<file path="config.mk">
export PLATFORM = sky130hd
export DESIGN_NAME = hex_scan_display
export DESIGN_NICKNAME = d
export VERILOG_FILES = /design/src/rtl/hex_display_pkg.sv /design/src/rtl/hex_scan_display_seg7_decode.sv /design/src/rtl/hex_scan_display.sv
export SDC_FILE = /design/constraint.sdc
export NUM_CORES = 1
export LEC_CHECK = 0
export BUFFER_PORTS_ARGS = -buffer_cell sky130_fd_sc_hd__clkbuf_2
export CAP_MARGIN = 20
export CORE_UTILIZATION = 35
export DETAILED_ROUTE_END_ITERATION = 8
export SETUP_SLACK_MARGIN = 0.5
export SYNTH_ARGS = -nofsm -noshare
export SYNTH_HDL_FRONTEND = slang
export SYNTH_SLANG_ARGS = --single-unit
</file>
<file path="constraint.sdc">
create_clock -name Clk -period 3.12 [get_ports Clk]
set_input_delay 0.312 -clock Clk [delete_from_list [all_inputs] [get_ports Clk]]
set_output_delay 0.312 -clock Clk [all_outputs]
set_load 0.005 [all_outputs]
</file>
<file path="src/rtl/hex_display_pkg.sv">
// Shared types and constants for the multiplexed hex display driver.
package hex_display_pkg;

  typedef enum logic {
    DEAD  = 1'b0,
    DRIVE = 1'b1
  } scan_state_t;

  localparam logic [6:0] SEG_BLANK = 7'h7F;

  // Active-low {g,f,e,d,c,b,a} glyphs for hex digits 0..F.
  localparam logic [6:0] GLYPH [16] = '{
    7'h40, 7'h79, 7'h24, 7'h30, 7'h19, 7'h12, 7'h02, 7'h78,
    7'h00, 7'h10, 7'h08, 7'h03, 7'h46, 7'h21, 7'h06, 7'h0E
  };

endpackage

</file>
<file path="src/rtl/hex_scan_display_seg7_decode.sv">
// Combinational nibble to active-low seven-segment decoder.
module seg7_decode
  import hex_display_pkg::*;
(
  input  logic [3:0] i_nibble,
  output logic [6:0] o_seg_n_c
);

  // Table lookup of the glyph for the selected nibble.
  always_comb begin
    o_seg_n_c = GLYPH[i_nibble];
  end

endmodule

</file>
<file path="src/rtl/hex_scan_display.sv">
// Time-multiplexed N-digit common-anode seven-segment driver with dead time,
// PWM brightness, decimal points, leading-zero blanking and tear-free updates.
module hex_scan_display
  import hex_display_pkg::*;
#(
  parameter int unsigned NUM_DIGITS  = 4,
  parameter int unsigned SLOT_CYCLES = 50000,
  parameter int unsigned DEAD_CYCLES = 64
) (
  input  logic                    Clk,
  input  logic                    Reset_n,
  input  logic [4*NUM_DIGITS-1:0] value,
  input  logic [NUM_DIGITS-1:0]   dp,
  input  logic                    load,
  input  logic                    lz_blank,
  input  logic [3:0]              brightness,
  output logic [6:0]              seg_n,
  output logic                    dp_n,
  output logic [NUM_DIGITS-1:0]   an_n,
  output logic                    frame_done
);

  localparam int unsigned VAL_W  = 4 * NUM_DIGITS;
  localparam int unsigned DIG_W  = (NUM_DIGITS > 1) ? $clog2(NUM_DIGITS) : 1;
  localparam int unsigned CNT_W  = $clog2(SLOT_CYCLES);
  localparam int unsigned PH_LEN = SLOT_CYCLES / 16;
  localparam int unsigned SUB_W  = $clog2(PH_LEN);

  scan_state_t            r_state;
  scan_state_t            w_state_next;
  logic [CNT_W-1:0]       r_cnt;
  logic [SUB_W-1:0]       r_sub;
  logic [3:0]             r_phase;
  logic [DIG_W-1:0]       r_digit;
  logic [VAL_W-1:0]       r_pend_val;
  logic [NUM_DIGITS-1:0]  r_pend_dp;
  logic                   r_pend_valid;
  logic [VAL_W-1:0]       r_act_val;
  logic [NUM_DIGITS-1:0]  r_act_dp;

  logic                   w_slot_end;
  logic                   w_sub_end;
  logic                   w_frame_end;
  logic [CNT_W-1:0]       w_cnt_next;
  logic [3:0]             w_nibble;
  logic                   w_dp_sel;
  logic                   w_blank;
  logic                   w_zero_run;
  logic [6:0]             w_glyph;
  logic [6:0]             w_seg_n;
  logic                   w_dp_n;
  logic [NUM_DIGITS-1:0]  w_an_n;

  // Slot and frame boundary detection.
  always_comb begin
    w_slot_end  = (r_cnt == CNT_W'(SLOT_CYCLES - 1));
    w_sub_end   = (r_sub == SUB_W'(PH_LEN - 1));
    w_frame_end = w_slot_end && (r_digit == DIG_W'(NUM_DIGITS - 1));
    w_cnt_next  = w_slot_end ? '0 : r_cnt + CNT_W'(1);
  end

  // Select the active digit's nibble/dp and evaluate leading-zero blanking.
  always_comb begin
    w_nibble   = 4'h0;
    w_dp_sel   = 1'b0;
    w_blank    = 1'b0;
    w_zero_run = 1'b1;
    for (int i = NUM_DIGITS - 1; i >= 0; i--) begin
      w_zero_run = w_zero_run && (r_act_val[4*i +: 4] == 4'h0);
      if (r_digit == DIG_W'(i)) begin
        w_nibble = r_act_val[4*i +: 4];
        w_dp_sel = r_act_dp[i];
        w_blank  = lz_blank && w_zero_run && (i != 0);
      end
    end
  end

  seg7_decode u_seg7_decode (
    .i_nibble  (w_nibble),
    .o_seg_n_c (w_glyph)
  );

  // FSM next state and next values of the registered display outputs.
  always_comb begin
    w_state_next = r_state;
    w_seg_n      = SEG_BLANK;
    w_dp_n       = 1'b1;
    w_an_n       = '1;
    if (w_cnt_next < CNT_W'(DEAD_CYCLES)) begin
      w_state_next = DEAD;
    end else begin
      w_state_next = DRIVE;
    end
    if (r_state == DRIVE) begin
      w_seg_n = w_blank ? SEG_BLANK : w_glyph;
      w_dp_n  = ~w_dp_sel;
      if (r_phase < brightness) begin
        w_an_n = ~(NUM_DIGITS'(1) << r_digit);
      end
    end
  end

  // FSM state register.
  always_ff @(posedge Clk) begin
    if (!Reset_n) begin
      r_state <= DEAD;
    end else begin
      r_state <= w_state_next;
    end
  end

  // Slot counter, PWM phase counter and digit index.
  always_ff @(posedge Clk) begin
    if (!Reset_n) begin
      r_cnt   <= '0;
      r_sub   <= '0;
      r_phase <= 4'h0;
      r_digit <= '0;
    end else begin
      r_cnt <= w_cnt_next;
      if (w_slot_end) begin
        r_sub   <= '0;
        r_phase <= 4'h0;
        r_digit <= (r_digit == DIG_W'(NUM_DIGITS - 1)) ? '0 : r_digit + DIG_W'(1);
      end else if (w_sub_end) begin
        r_sub   <= '0;
        r_phase <= r_phase + 4'h1;
      end else begin
        r_sub <= r_sub + SUB_W'(1);
      end
    end
  end

  // Pending capture on load; pending moves to active only at frame end.
  always_ff @(posedge Clk) begin
    if (!Reset_n) begin
      r_pend_val   <= '0;
      r_pend_dp    <= '0;
      r_pend_valid <= 1'b0;
      r_act_val    <= '0;
      r_act_dp     <= '0;
    end else begin
      if (load) begin
        r_pend_val   <= value;
        r_pend_dp    <= dp;
        r_pend_valid <= 1'b1;
      end else if (w_frame_end) begin
        r_pend_valid <= 1'b0;
      end
      if (w_frame_end && r_pend_valid) begin
        r_act_val <= r_pend_val;
        r_act_dp  <= r_pend_dp;
      end
    end
  end

  // Registered display pins and frame pulse.
  always_ff @(posedge Clk) begin
    if (!Reset_n) begin
      seg_n      <= SEG_BLANK;
      dp_n       <= 1'b1;
      an_n       <= '1;
      frame_done <= 1'b0;
    end else begin
      seg_n      <= w_seg_n;
      dp_n       <= w_dp_n;
      an_n       <= w_an_n;
      frame_done <= w_frame_end;
    end
  end

endmodule

</file>
==> results of run 1 <==
[metrics by stage]
step           instances  total power (W)  area, um^2  hold WS (ns)
3_5_place_dp         597          0.00129        4280         0.428
3_3_place_gp         597          0.00128        4280         0.415
4_1_cts              613          0.00236        4580         0.196
6_report             613          0.00233        4600         0.206
2_1_floorplan        433          0.00125        3980         0.381
5_1_grt              613          0.00241        4600         0.216
[power breakdown]
group / internal (W) / total (W) / switching (W)
registers: 0.00116 / 0.00118 / 0.0000170
logic: 0.0000392 / 0.0000825 / 0.0000434
clock network: 0.000620 / 0.00107 / 0.000447
total: 0.00182 / 0.00233 / 0.000508
[synth_stat cells, types with 2 or more instances]
| library cell | n |
|---|---|
| nand3b_1 | 3 |
| buf_6 | 3 |
| mux2i_1 | 46 |
| a21o_1 | 2 |
| nor4b_1 | 2 |
| and2_1 | 2 |
| o211ai_1 | 3 |
| a211o_1 | 2 |
| or3_1 | 3 |
| nand2_1 | 29 |
| or4b_2 | 2 |
| nor2b_1 | 3 |
| a211oi_1 | 5 |
| inv_1 | 20 |
| a21oi_1 | 17 |
| nand4_1 | 7 |
| nor3_1 | 4 |
| nor4_1 | 3 |
| nand4bb_1 | 2 |
| nor2_1 | 79 |
| ha_1 | 17 |
| o221ai_1 | 4 |
| a22oi_1 | 2 |
| xnor2_1 | 13 |
| xor2_1 | 12 |
| o22ai_1 | 3 |
| and3_1 | 8 |
| clkbuf_1 | 9 |
| buf_1 | 5 |
| nand3_1 | 11 |
| o21ai_0 | 9 |
| dfxtp_1 | 89 |
[timing repair]
action | 4_1_cts | 5_1_grt
setup buffers | 0 | 0
gates resized for setup | 0 | 4
endpoints found under the setup margin | 0 | 7
[path summary, 6_finish.rpt]
check                  start             end  slack, ns  cells after the start
hold reg to reg      r_state            dp_n       0.43                      1
hold / removal     value[13]  r_pend_val[13]       0.21                      3
setup reg to reg  r_digit[0]        seg_n[4]       0.63                      6
setup / recovery  r_digit[0]        seg_n[4]       0.63                      6
[cell type report]
type                       instances  share of cell area (%)
clock buffer                       9                    4.90
clock inverter                     7                    1.55
timing repair buffer              42                    4.68
multi-input combinational        306                    44.7
sequential                        89                    38.8
tap                              140                    3.81
inverter                          20                    1.63
[layer usage]
layer  vias up  track usage (%)  wire, um
met5         -                0         0
met4         0             6.47       122
met3        10             2.87       262
met2        54             21.5      3500
met1      1368             19.7      4080
li1       1569                -         -
[worst max-delay path, delay by kind of cell (launching register included)]
family,cells,cell delay [ns]
adder cells (fa/ha/maj),1,0.39
AND/OR/NAND/NOR,1,0.66
flip-flops,1,0.39
buffers and inverters,1,0.10
AO/OA/AOI/OAI,3,0.87
[sequential cells by signal, summed over array words and instances (netlist names), 2 cells and up]
name	count
r_cnt	16
r_phase	4
r_pend_val	16
r_act_dp	4
an_n	4
r_digit	2
r_pend_dp	4
seg_n	7
r_sub	12
r_act_val	16
[kinds of logic (layout without fill, tap and decap cells)]
family	count (synthesis)	count (layout)	synth area share [%]
simple gates	165	165	20.0
fa+ha+maj	17	17	5.34
compound gates	53	53	8.67
xor+xnor	25	25	5.50
buf+inv	38	78	4.18
flops	89	89	44.7
mux	46	46	11.6
==> summary.md, run 1 <==
Dividing the detail-routed wire length by the instance count gives 13.0 um. Yosys attributes the largest share of cell area to dfxtp_1 (45%), mux2i_1 (12%), nor2_1 (7.4%). The clock insertion delay at the later pin of the skew report was 0.34 ns.

The ratio of total power to cell area came out at 506 nW/um^2. After synthesis, the share of flip-flops with an asynchronous set or reset is 0%. The most frequent standard cell in the layout excluding fill and tap cells was dfxtp_1. The run gives 5700 um as the total half-perimeter wirelength after legalization and detailed placement. Prevailing post-synth register cell: dfxtp_1.

The count of flip-flops with a built-in enable after synthesis works out to 0. The total die area was 11800 um^2; the hold violation total from the final report was 0. The worst setup path is captured at a flip-flop.

In this run, distinct cell masters in the synthesized netlist total 46. The worst-case IR drop observed on VDD is 315 uV. The area growth from synthesis to layout is 15.4%. The static leakage is 1.81 nW. The initial utilization of the core area, before any placement, comes to 36.3%. Subtracting the final worst setup slack from the clock period gives 2.49 ns. The run gives 0 as the count of antenna-violating nets left after detailed routing. Max-cap violations in this run came to 0.

The maximum number of pins on one net before global-route repair is 47. The number of antenna violations at the first check in global routing came out at 0. Once routing completed, OpenROAD measured the worst setup slack at 0.625 ns. The run gives 2800 as the number of global-route vias before repair. The flow ran to the end, and the final reports show no timing, DRC or antenna violations.

The first detailed-routing pass ran for 4 iterations. The class of the most critical hold timing path was in -> reg. The H-tree level count is 3, and the area taken by multi-input logic gates is 2050 um^2. Mapped cell area: 3980 um^2. Summed over all instances, the cell type with the most area after synthesis is dfxtp_1. Summed over all layers, the routed wires come to 7970 um.

The total number of placement rows was 38; the die width was 109 um. The first routing iteration left 113 violations. The area taken by flip-flops and latches came out at 1780 um^2.

For this run, the register share of the synthesized area comes to 44.7%. The logs give 2 for the number of buffers on the longest clock path and 1101 for the filler cell count. Clock sink total: 89. Cells fill 41.8% of the core in the end. For the floorplan core area, the log shows 11000 um^2. A synthesized cell averages 9.20 um^2.

TritonCTS built the clock tree. In this run the tool buffered the top-level ports with 40 buffer cells. The first global-routing pass estimated 13200 um of wire. The critical path is of the reg -> reg type. The tree is rooted in a clkbuf_16. In the layout the commonest cells are dfxtp_1 (89), nor2_1 (79), mux2i_1 (46), clkbuf_2 (40), nand2_1 (29).

The logs give 0 ns for the sum of negative setup slack and 0 for the Yosys warning count. Traced cell by cell, the critical path runs through inv_1 -> ha_1 -> or4b_2 -> a2111oi_1 -> a31oi_2 -> o221ai_1. Synthesis handed over a netlist of 433 instances. Static timing analysis puts the maximum clock frequency at 401 MHz. Cts-stage hold buffer count: 0.

Routability-driven placement finished with a final weighted congestion of 0.833. The total nets after synthesis was 478. The routed layout has 3001 vias. In this run the worst path has a maximum fanout of 15.

For this run, the total global-route usage over all layers was measured as 14.3%. Sort of element at the start of the critical path: a flip-flop. For the number of remaining DRC errors, the log shows 0.

The slowest stage of the critical path is the or4b_2 cell. Pre-CTS setup slack: 0.625 ns. Transition time at the pin with the least slew margin: 0.760 ns. Pin placement for this block handled 41 I/O pins.

In this run, synthesis produced a sequential element count of 89. The post-layout net count was 513; the area fraction of the dominant cell type after synthesis was 44.7%. Setup repair after global routing could not meet its margin everywhere.

In this run the vertical extent of the chip is 109 um. After detailed routing, the number of vias per cell comes to 4.90. The clock input transition at the sequential cells of the worst setup and hold paths was 0.07 ns. The arrival time at the worst endpoint is 2.74 ns. Counting the buffers created by CTS gives 9. For the worst setup path, the data required time is 3.37 ns. For the final setup skew, the log shows 0.00672 ns. The run gives 0 as the number of max-slew violations in the final report. The number of antenna diodes in the final layout is 0. The headroom to the max-slew limit was 48.8%; the share of the cycle needed by the critical path after routing was 80.0%.

The layout cell share with drive strength beyond 1 was 14.2%; the longest individual stage delay on the worst path was 0.66 ns. The number of setup violations in the final report was 0. Summed over all layers, the global routing overflow is 0.
Note: power is estimated with default switching activity, not from simulation.
==> run 2: changes to the inputs <==
- ABC_AREA: unset -> 1
- clock period: 3.12 -> 2.35 ns (I/O delays scaled with it)
==> run 2 against run 1 <==
Net effect:
- the run now ends with design-rule violations left
- utilization is 2.5 points higher
- synthesized cell count is 30% higher
- highest routed layer unchanged
- clock skew is 0.0029 ns higher
- largest power group unchanged
==> summary.md, run 2 <==
The completed layout was analyzed and its total power is 0.00306 W. The number of antenna violations at the first check in global routing came out at 0. The initial cell density of the core came out at 36.4%. Area fraction of the dominant cell type after synthesis: 42.3%. The arrival time at the worst endpoint came out at 2.10 ns. For the clock sink total, the log shows 89. TritonCTS built the clock tree. For the pin with the worst max-slew slack, the measured transition is 0.634 ns.

For this design the static power due to leakage is 2.07 nW. For the number of buffers on the longest clock path, the log shows 2. For this run, the slowest stage of the critical path takes 0.38 ns.

The run finished, with violations left. Entering global routing, the biggest net connects 41 pins. The first detailed-routing pass ran for 7 iterations. Sorting the synthesized cells by area gives the leading types as dfxtp_1 (42%), nor2_1 (8.6%), nand2_1 (7.4%).

The most instantiated library cell after synthesis is nor2_1. The die covers 12500 um^2. The pre-CTS setup slack is 0.228 ns, and the via-per-instance ratio is 4.78. The count of cell instances traversed by the critical path came out at 13. Leaving out fill and tap cells, the most frequent cells in the layout are nor2_1 (97), dfxtp_1 (86), nand2_1 (81), inv_1 (61), clkbuf_2 (40). Number of global-route vias before repair: 3413. Averaged over all synthesized cells, the footprint is 7.48 um^2. Type of the worst setup path: reg -> reg. The worst setup path endpoint is seg_n[1].

The clock buffer count from CTS came out at 9. The tools report the number of instances in the synthesized netlist as 563. The library cell used most frequently in the layout, excluding fill and tap cells, is nor2_1. Maximum VDD drop: 416 uV. The count of antenna-violating nets left after detailed routing came out at 0.

The headroom to the max-slew limit was 57.7%. The die is 112 um tall. Setup slack on the critical path of the routed design comes to 0.491 ns. Synthesis-to-finish area growth: 21.8%. dfxtp_1 takes more of the synthesized area than any other cell. The signal on the critical path passes through inv_4 -> ha_4 -> inv_4 -> nand3_1 -> o21ai_1 -> nand2_1 -> nand2_2 -> o21ai_4 -> ha_1 -> nand3_1 -> nor2_1 -> nor2_1 -> nand2_1. For the final antenna diode count, the log shows 0. The floorplan step defined a core boundary enclosing 11600 um^2.

The root buffer cell chosen for the clock tree is clkbuf_16. Cells with a size suffix above 1 make up 23.2% of the layout. Counting distinct cell types in the post-synthesis netlist gives 39.

Counting flops with a built-in enable in the synthesized netlist gives 0. The max-cap violation count was 0. In the synthesized netlist, the cells that appear most often are nor2_1 (97), dfxtp_1 (89), nand2_1 (83), inv_1 (68), nand3_1 (37). Sequential fraction of the synthesis area: 42.3%. The critical path starts at r_digit[0]. The final setup skew was 0.00966 ns; the Yosys warning count was 0. In this run, the number of DRC markers left after iteration 0 of detailed routing was 205.

Timing would allow up to 538 MHz. The worst setup path is captured at a flip-flop. The largest driver fanout on the critical path is 6, and the number of remaining DRC errors is 1. Top routing layer in use: met4. For this run, the post-layout net count is 665.

For this block, wires on met1 add up to 4640 um. The final layout contains routed wiring with a total length of 9270 um. The global route total overflow came out at 0. In this design, the largest share of critical-path delay is due to simple AND/OR/NAND/NOR gates.

The logs give 0.109 ns for the worst hold slack after final layout and 228 um for the detailed-routed wire length on met3. The number of buffers and inverters on the critical path is 2. For the H-tree level count, the log shows 3. The end of the worst register-to-register path is seg_n[1].

Fraction of registers with async set or reset after synthesis: 0%. The overall track demand over capacity in global routing came out at 15.3%. The total number of placement rows was 39; the total nets after synthesis was 608. Cell type of the slowest stage on the worst timing path: dfxtp_4. The startpoint identified for the worst register-to-register timing path is r_digit[0].

The worst hold path belongs to the class in -> reg. For this design the ratio of total power to cell area is 596 nW/um^2. Clock latency on the worst-skew pair, taken at its later pin, is 0.34 ns.

Clock-pin slew was measured on the worst setup and hold paths at 0.07 ns. The number of max-slew violations in the final report was 0. The number of register bits inferred by synthesis was 89. The wire length on met2 is 4300 um, and the vias after detailed routing is 3672. The largest registers in the layout are r_act_val (16), r_cnt (16), r_pend_val (16). The global-route wire length before repair was 15500 um; the sum of negative setup slack was 0 ns. Dividing the final minimum period by the clock period gives 79.1%. The die is 112 um wide. In the final routed layout, each cell accounts on average for 12.1 um. For this run, the leading register cell type out of synthesis is dfxtp_1. The total half-perimeter wirelength after legalization and detailed placement was 6160 um. Setup violations remaining at the end of the flow were counted as 0.

The run gives 1154 as the filler cell count. Hold violation total from the final report: 0. The run gives 4210 um^2 as the mapped cell area. The final reports fail on design-rule violations. The worst path needs 1.86 ns of the cycle, external delays included. The beginning of the worst hold path was dp[0]. The register-to-register path setup slack is 0.49 ns. The cts-stage hold buffer count was 0; the weighted congestion at the end of routability-driven global placement was 0.864. Number of top-level pins: 41.

Input and output buffers added on the ports amount to 40. Measured in cells, the most critical reg-to-reg path has a length of 13. The sort of element at the start of the critical path was a flip-flop. The data required time of the critical path came out at 2.59 ns. Setup repair after global routing could not meet its margin everywhere.
==> run 2: cell types whose count changed in the layout (fill, tap and decap cells not counted), sizes merged, moves of 8 or more <==
cell | before | now
nand2 | 29 | 87
inv | 20 | 77
o21ai | 9 | 58
mux2i | 46 | 0
nand3 | 11 | 48
nor2 | 79 | 102
a21oi | 17 | 37
buf | 2 | 19
xnor2 | 13 | 2
and3 | 8 | 0
==> run 2: cells by family (layout without fill, tap and decap cells) <==
kind of cell | after synthesis | after routing | share of synthesized area (%)
xor gates and xnor gates | 7 | 7 | 1.46
AOI/OAI and AO/OA | 105 | 105 | 14.4
DFF | 89 | 89 | 42.3
buffers and inverters | 91 | 148 | 9.24
adders and majority gates | 17 | 17 | 5.05
and+or+nand+nor | 254 | 259 | 27.5
==> run 2: cell type report <==
class | instances | area, um^2 | share of cell area, %
well taps | 143 | 179 | 3.49
multi-input cells | 388 | 2230 | 43.6
clock buffers | 9 | 225 | 4.39
clock inverters | 7 | 60.1 | 1.17
repair buffers | 59 | 347 | 6.76
flip-flops and latches | 89 | 1790 | 34.9
inverters | 73 | 294 | 5.73
==> run 2: where the power goes <==
group	internal, W	switching, W
Combinational	0.0000497	0.0000717
Sequential	0.00154	0.0000257
Clock	0.000735	0.000636
Total	0.00232	0.000733
==> run 2: how the worst min path moves through the flow <==
stage | slack [ns] | depth (start not counted) | end
4_1_cts | 0.1 | 3 | r_pend_dp[0]
2_1_floorplan | 0.37 | 2 | r_pend_dp[0]
6_report | 0.11 | 3 | r_pend_dp[0]
3_3_place_gp | 0.44 | 2 | r_act_dp[1]
3_5_place_dp | 0.45 | 2 | r_act_dp[1]
5_1_grt | 0.11 | 3 | r_pend_val[14]
==> run 2: metal layers <==
| layer | global-route usage [%] | vias to the layer above |
|---|---|---|
| li1 | - | 1941 |
| met2 | 23.9 | 47 |
| met5 | 0 | - |
| met3 | 3.21 | 8 |
| met4 | 6.13 | 0 |
| met1 | 20.4 | 1676 |
==> run 2: tightest hold or removal path, delay by kind of cell <==
kind | cells | cell delay (ns)
and+or+nand+nor | 2 | 0.11
buffers and inverters | 1 | 0.07
==> run 2: repair_timing <==
action / CTS / global route
resized for setup: 16 / 30
pin swaps: 2 / 9
endpoints found under the setup margin: 27 / 40
setup buffers: 4 / 12
gates cloned: 2 / 3
==> run 2: per-stage QoR <==
step	utilization, %	instances	cell area (um^2)
CTS	42.3	753	4900
global placement	39.0	731	4510
finish	44.4	768	5130
floorplan	-	563	4220
global route	44.4	768	5130
detailed placement	39.0	731	4510
